## config.mk

```make
export PLATFORM = sky130hd
export DESIGN_NAME = count_core
export DESIGN_NICKNAME = d
export VERILOG_FILES = /design/src/rtl/count_core.sv
export SDC_FILE = /design/constraint.sdc
export NUM_CORES = 1
export LEC_CHECK = 0
export CAP_MARGIN = 20
export CORE_UTILIZATION = 53
export CTS_CLUSTER_SIZE = 40
export DETAILED_ROUTE_END_ITERATION = 8
export PLACE_DENSITY = 0.84
export SYNTH_ARGS = -nofsm -noshare
export SYNTH_HDL_FRONTEND = slang
export SYNTH_SLANG_ARGS = --single-unit
```

## constraint.sdc

```tcl
create_clock -name clk -period 4.6 [get_ports clk]
set_input_delay 1.15 -clock clk [delete_from_list [all_inputs] [get_ports clk]]
set_output_delay 1.15 -clock clk [all_outputs]
set_load 0.01 [all_outputs]
```

## src/rtl/count_core.sv

```systemverilog
// Mod-31 up/down counter with an IDLE/UP/DOWN direction FSM, a one-cycle wrap pulse
// and a saturating wrap tally. Every output comes straight from a register.
module count_core (
  input  logic       clk,
  input  logic       rst,
  input  logic       en,
  input  logic       mode,
  input  logic       load,
  input  logic [4:0] din,
  input  logic       clr_wraps,
  output logic [4:0] count,
  output logic       dir,
  output logic       wrap,
  output logic [7:0] wraps,
  output logic [1:0] state
);

  localparam logic [4:0] MaxCount = 5'd30;
  localparam logic [7:0] MaxWraps = 8'd255;

  typedef enum logic [1:0] {
    StIdle = 2'b00,
    StUp   = 2'b01,
    StDown = 2'b10,
    StBad  = 2'b11
  } state_e;

  state_e     st_q;
  logic [4:0] load_val;
  logic       wrap_ev;

  assign state = st_q;

  // din above the legal range loads the top value
  assign load_val = (din > MaxCount) ? MaxCount : din;

  // A wrap only happens on a real step in the current run direction
  assign wrap_ev = en && !load &&
                   (((st_q == StUp) && !mode && (count == MaxCount)) ||
                    ((st_q == StDown) && mode && (count == 5'd0)));

  always_ff @(posedge clk) begin
    if (rst) begin
      st_q  <= StIdle;
      count <= 5'd0;
      dir   <= 1'b0;
      wrap  <= 1'b0;
      wraps <= 8'd0;
    end else begin
      wrap <= wrap_ev;

      if (clr_wraps) begin
        wraps <= 8'd0;
      end else if (wrap_ev && (wraps != MaxWraps)) begin
        wraps <= wraps + 8'd1;
      end

      unique case (st_q)
        StIdle: begin
          if (load) begin
            count <= load_val;
          end else if (en) begin
            st_q <= mode ? StDown : StUp;
            dir  <= mode;
          end
        end
        StUp, StDown: begin
          if (load) begin
            count <= load_val;
            if (!en) st_q <= StIdle;
          end else if (!en) begin
            st_q <= StIdle;
          end else if (mode != (st_q == StDown)) begin
            // Turnaround: change direction, count holds for this cycle
            st_q <= mode ? StDown : StUp;
            dir  <= mode;
          end else if (st_q == StUp) begin
            count <= (count == MaxCount) ? 5'd0 : count + 5'd1;
          end else begin
            count <= (count == 5'd0) ? MaxCount : count - 5'd1;
          end
        end
        default: st_q <= StIdle;
      endcase
    end
  end

endmodule

```

## Word level (Yosys, flattened, before mapping)

Index checks and enable logic that the tools add are counted.

- $add $sub $neg: 3
- $mul: 0
- Divide/modulo/power cells: 0
- Magnitude comparators: 1
- Eq/ne operators: 15
- Shift-type cells: 0
- Mux-type cells: 23
- Bitwise gates (word level): 0
- Reduce and logical (&&, ||, !) cells: 18

Operators with widths:

| cell | count |
|---|---|
| $mux 5 | 8 |
| $mux 2 | 7 |
| $ne 2x2->1 const B | 6 |
| $ne 3x3->1 const B | 4 |
| $pmux 5 s2 | 1 |
| $add 8x1->8 const B | 1 |
| $ne 8x8->1 const B | 1 |
| $reduce_and 4->1 | 2 |
| $logic_and 1x1->1 | 7 |
| $reduce_and 6->1 | 1 |
| $add 5x1->5 const B | 1 |
| $eq 5x5->1 const B | 1 |
| $gt 5x5->1 const B | 1 |
| $logic_not 5->1 | 1 |
| $mux 1 | 5 |
| $sub 5x1->5 const B | 1 |
| $pmux 2 s2 | 1 |
| $reduce_or 2->1 | 2 |
| $eq 2x1->1 const B | 1 |
| $eq 2x2->1 const B | 1 |
| $logic_not 1->1 | 2 |
| $logic_not 2->1 | 1 |
| $pmux 1 s2 | 1 |
| $reduce_bool 2->1 | 1 |
| 2 further kinds | 2 |

- Flip-flop bits (word level): 17
- Latch bits: 0
- Memory bits (writable): 0
- Memory bits (read-only): 0
- Input bits: 11
- Word-level logic and storage cells: 65
- Memories: 0

## Longest topological paths before layout

- Word-level depth: 7
- Depth in mapped cells: 8

## Worst setup path before layout

OpenSTA, ideal clock, no wires.

- Path type: input port to flip-flop
- Start point: in mode
- End point: reg count[2]
- Library setup time: 0.131 ns
- Arrival: 2.272 ns
- Required time: 4.469 ns
- Setup slack: 2.197 ns
- Stages on the path: 6
- Path buffers: 1
- Cells stage by stage: ha_1 > nor3b_1 > o22a_1 > clkbuf_1 > o311a_1 > nor3_1

- Longest elaborated chain between the ends: 3

RTL lines:

| what | RTL line | source |
|---|---|---|
| start, declared | 7 | `input logic mode,` |
| $ne 1x1->1 | 73 | `end else if (mode != (st_q == StDown)) begin` |
| $ne 3x3->1 (no line) | -- |  |
| $reduce_and 4->1 (no line) | -- |  |
| end signal, assigned | 69 | `count <= load_val;` |
| end signal, assigned | 78 | `count <= (count == MaxCount) ? 5'd0 : count + 5'd1;` |
| end signal, assigned | 80 | `count <= (count == 5'd0) ? MaxCount : count - 5'd1;` |
| end, declared | 11 | `output logic [4:0] count,` |

Every way passes these cells.
A chain may end at the register's enable or synchronous reset.

## Worst setup path in the final report

- Start point: in mode
- End point: reg wraps[6]

- Longest elaborated chain between the ends: 6

RTL lines:

| what | RTL line | source |
|---|---|---|
| $logic_not 1->1 | 39 | `(((st_q == StUp) && !mode && (count == MaxCount)) \|\|` |
| $logic_and 1x1->1 (2 in series) | 39 |  |
| $logic_or 1x1->1 * | 39 |  |
| $logic_and 1x1->1 * | 38 | `assign wrap_ev = en && !load &&` |
| $logic_and 1x1->1 * | 54 | `end else if (wrap_ev && (wraps != MaxWraps)) begin` |
| end signal, assigned | 55 | `wraps <= wraps + 8'd1;` |
| end, declared | 14 | `output logic [7:0] wraps,` |

Every way passes the cells marked *; elsewhere a longest branch is shown, timed or not.

==> impl.org <==
** Outcome
- The flow ran to the end, and the final reports show no timing, DRC or antenna violations.

** Floorplan
- DIE WIDTH :: 49.21 um
- Number of core rows :: 16
- The region available for standard cell placement spans 2022 um2.
- Total Die Area :: 2421 um2
- 28 I/O pins were placed.
- The initial utilization of the core area, before any placement, comes to 0.5842.
- Die Ht :: 49.21 um

** Worst setup path
- Kind of cell with the highest combined delay on the critical path :: compound AO/OA/AOI/OAI gates
- The startpoint identified for the worst register-to-register timing path is state[1].
- Slowest stage cell, crit path :: sky130_fd_sc_hd__a32oi_1
- Counting both buffers and inverters, the worst setup path holds a total of 1.
- The critical path in this run is classified as in2reg.
- Along the worst path, the maximum fanout reaches 14.
- Setup crit start :: mode
- STA classifies the critical path startpoint as an input pin.
- Setup crit end kind :: flop
- Data on the critical path arrives at its endpoint at 3110 ps.
- The critical path goes through clkdlybuf4s50_1 -> ha_1 -> a32oi_1 -> nor4_1 -> a211oi_1.
- STA puts the critical path data required time at 4820 ps.
- Worst stage delay on the critical path :: 780 ps

** Clock tree
- The clock reaches the later pin of the worst-skew pair after 300 ps.
- Clk pin slew, worst setup/hold paths :: 110 ps
- H-tree Lvls :: 1
- Buffer cell driving the clock tree root :: sky130_fd_sc_hd__clkbuf_4
- Count of cells resized by post-cts repair :: 0
- After clock tree synthesis, the flow added hold-fix buffers numbering 0.
- Sink count of the clock tree :: 17
- Clock Path Buffers :: 2
- Number of buffers created by CTS :: 3
- TritonCTS built the clock tree.
- Post-CTS setup repair buffer count :: 0

** STA
- After layout, the minimum clock period comes to 2896 ps.
- Setup violations remaining at the end of the flow were counted as 0.
- Relative slew margins :: 0.3463
- On the final layout, the worst hold slack is 495.5 ps.
- Final hold viol count :: 0
- In the final timing run, aggregate negative setup slack is 0 ps.
- Final clock skew :: 2.232 ps
- In the finished design, the share of the clock period the worst path needs comes to 0.6295.
- At the pin with the least slew margin, the transition time is 973.1 ps.
- Final worst setup slack :: 1704 ps
- For this run, the top clock speed supported by timing is 0.3453 GHz.
- The number of slew-limit violations in the final report is 0.
- Setup repair after global routing left no endpoint under its margin.

** Synth
- In the synthesized netlist the dominant register cell turns out to be sky130_fd_sc_hd__dfxtp_1.
- Yosys printed 0 warnings.
- Largest area contributor in the synthesized netlist :: sky130_fd_sc_hd__dfxtp_1
- Area share of fa/ha/maj cells after synthesis :: 0.09534
- Top cells by area in the synthesized netlist :: sky130_fd_sc_hd__dfxtp_1, sky130_fd_sc_hd__ha_1, sky130_fd_sc_hd__nor2_1
- Of the post-synthesis cell area, the dominant cell type holds 0.2881.
- Among all cell types in the netlist, the one instantiated most often is sky130_fd_sc_hd__dfxtp_1.
- Counting flops with an async set or reset pin after synthesis yields a share of 0.
- Largest family of logic cells by synthesized area :: simple AND/OR/NAND/NOR gates
- Top cells by instance count after synthesis :: sky130_fd_sc_hd__dfxtp_1, sky130_fd_sc_hd__nor2_1, sky130_fd_sc_hd__ha_1
- The number of nets handed over by synthesis was 164.
- Xor and xnor fraction of the mapped netlist area :: 0.007415
- The post-synthesis compound-gate area fraction was 0.2468.
- Mapped Area :: 1181 um2
- Share of synthesized cell area in and, or, nand and nor gates :: 0.2775
- Synthesis inferred 17 register bits.
- The synthesized design contains 0 enable-type register cells.
- Count of distinct cell types in the synthesized netlist :: 44
- Dividing the synthesized area by the synthesized cell count gives 8.202 um2.
- For this run, the register share of the synthesized area comes to 0.2881.
- The portion of synthesized area spent on multiplexers is 0.01695.
- Synthesis handed over a netlist of 144 instances.

** Routing
- Dividing the detail-routed wire length by the instance count gives 14.20 um.
- Number of search-and-repair iterations in the first detailed-routing pass :: 4
- After detailed routing, the number of remaining DRC violations is 0.
- The count of nets left with antenna violations once routing finished came out at 0.
- Using the TritonRoute via totals, the vias-per-cell ratio works out to 6.067.
- Starting DRT DRC Count :: 30
- Detailed routing inserted a total of 1171 vias.
- After detailed routing, the total wire length is 2.741 mm.

** Layout
- Fillers :: 174
- In the final layout, the share of cells above drive strength 1 is 0.04217.
- The number of antenna diodes in the final layout is 0.
- After the last flow step, the layout net total stands at 187.
- Area growth from synthesis to layout :: 23.83%
- Once layout is complete, the utilization of the core stands at 0.7234.

** Global routing
- Entering global routing, the biggest net connects 15 pins.
- Number of global-route vias before repair :: 1059
- For this run, the total global-route usage over all layers was measured as 0.2500.
- GRT Residual Overflow :: 0
- The first global-routing pass estimated 4.809 mm of wire.
- Initial antenna violation count :: 0

** Min path
- The path class of the tightest hold or removal check is reg2reg.
- Hold Crit Start :: dir

** Placed design
- Routability cong. :: 0.8376
- Placement Setup Slack :: 1424 ps
- After legalization and detailed placement, the total HPWL measured 1.927 mm.
- Port Buffer Count :: 27

** Power
- Post-layout power :: 338.4 uW
- In this run the static leakage power is 0.0005049 uW.
- Ratio of total power to cell area :: 231.4 nW/um2
- Worst ir drop on vdd :: 0.2141 mV

** Flow run
- Maximum capacitance violations :: 0
## cells by family after synthesis
| family | after synthesis |
|---|---|
| buf+inv | 17 |
| compound gates | 41 |
| fa+ha+maj | 9 |
| mux | 2 |
| xor+xnor | 1 |
| flops | 17 |
| simple gates | 57 |
## tightest hold or removal path, cell delays in order (launching register included)
cell                      delay, ps
sky130_fd_sc_hd__dfxtp_1        330
sky130_fd_sc_hd__o21ai_0         70
sky130_fd_sc_hd__a21oi_1         60
## area by class of cell
cell class | count | area [um2] | share of cell area
inverter | 8 | 30.03 | 0.02053
multi-input combinational | 110 | 760.7 | 0.5201
clock inverter | 1 | 5.005 | 0.003422
tap | 27 | 33.78 | 0.02310
sequential | 17 | 340.3 | 0.2327
clock buffer | 3 | 22.52 | 0.01540
timing repair buffer | 27 | 270.3 | 0.1848
## layout by cell type, fill, tap and decap left out, types with 4 or more instances in the layout
cell type / n
sky130_fd_sc_hd__clkdlybuf4s50_1: 27
sky130_fd_sc_hd__dfxtp_1: 17
sky130_fd_sc_hd__ha_1: 9
sky130_fd_sc_hd__a311oi_1: 4
sky130_fd_sc_hd__inv_1: 8
sky130_fd_sc_hd__nand3_1: 5
sky130_fd_sc_hd__nor4_1: 4
sky130_fd_sc_hd__o21ai_0: 7
sky130_fd_sc_hd__nand2b_1: 4
sky130_fd_sc_hd__a21oi_1: 8
sky130_fd_sc_hd__nand4_1: 4
sky130_fd_sc_hd__nor2_1: 12
sky130_fd_sc_hd__nor3_1: 5
sky130_fd_sc_hd__nand2_1: 7
## power breakdown
group	leakage (uW)	internal [uW]	switching [uW]
registers	0.000138	153	14.7
clock network	0.0000177	32.4	53.2
logic	0.000349	43.9	40.8
## per-stage QoR
stage	area (um2)	std cells
global route	1463	193
CTS	1463	193
finish	1463	193
detailed placement	1435	189
floorplan	1181	144
global placement	1435	189
## worst paths after layout
check | to | slack, ps | cells after the start
setup / recovery | wraps[6] | 1700 | 5
hold / removal | dir | 500 | 2
setup reg to reg | wraps[3] | 2270 | 6
hold reg to reg | dir | 500 | 2
## flip-flops by register name (all words and copies together) (netlist names)
register and count:
count 5, dir 1, state 2, wrap 1, wraps 8
## per-layer routing
layer,routed length (um),track usage,up-vias
li1,-,-,590
met5,0,0,-
met4,29,0.07353,0
met3,127,0.03115,4
met2,1276,0.4064,29
met1,1308,0.3416,548
Power figures use the tool's default switching activity.
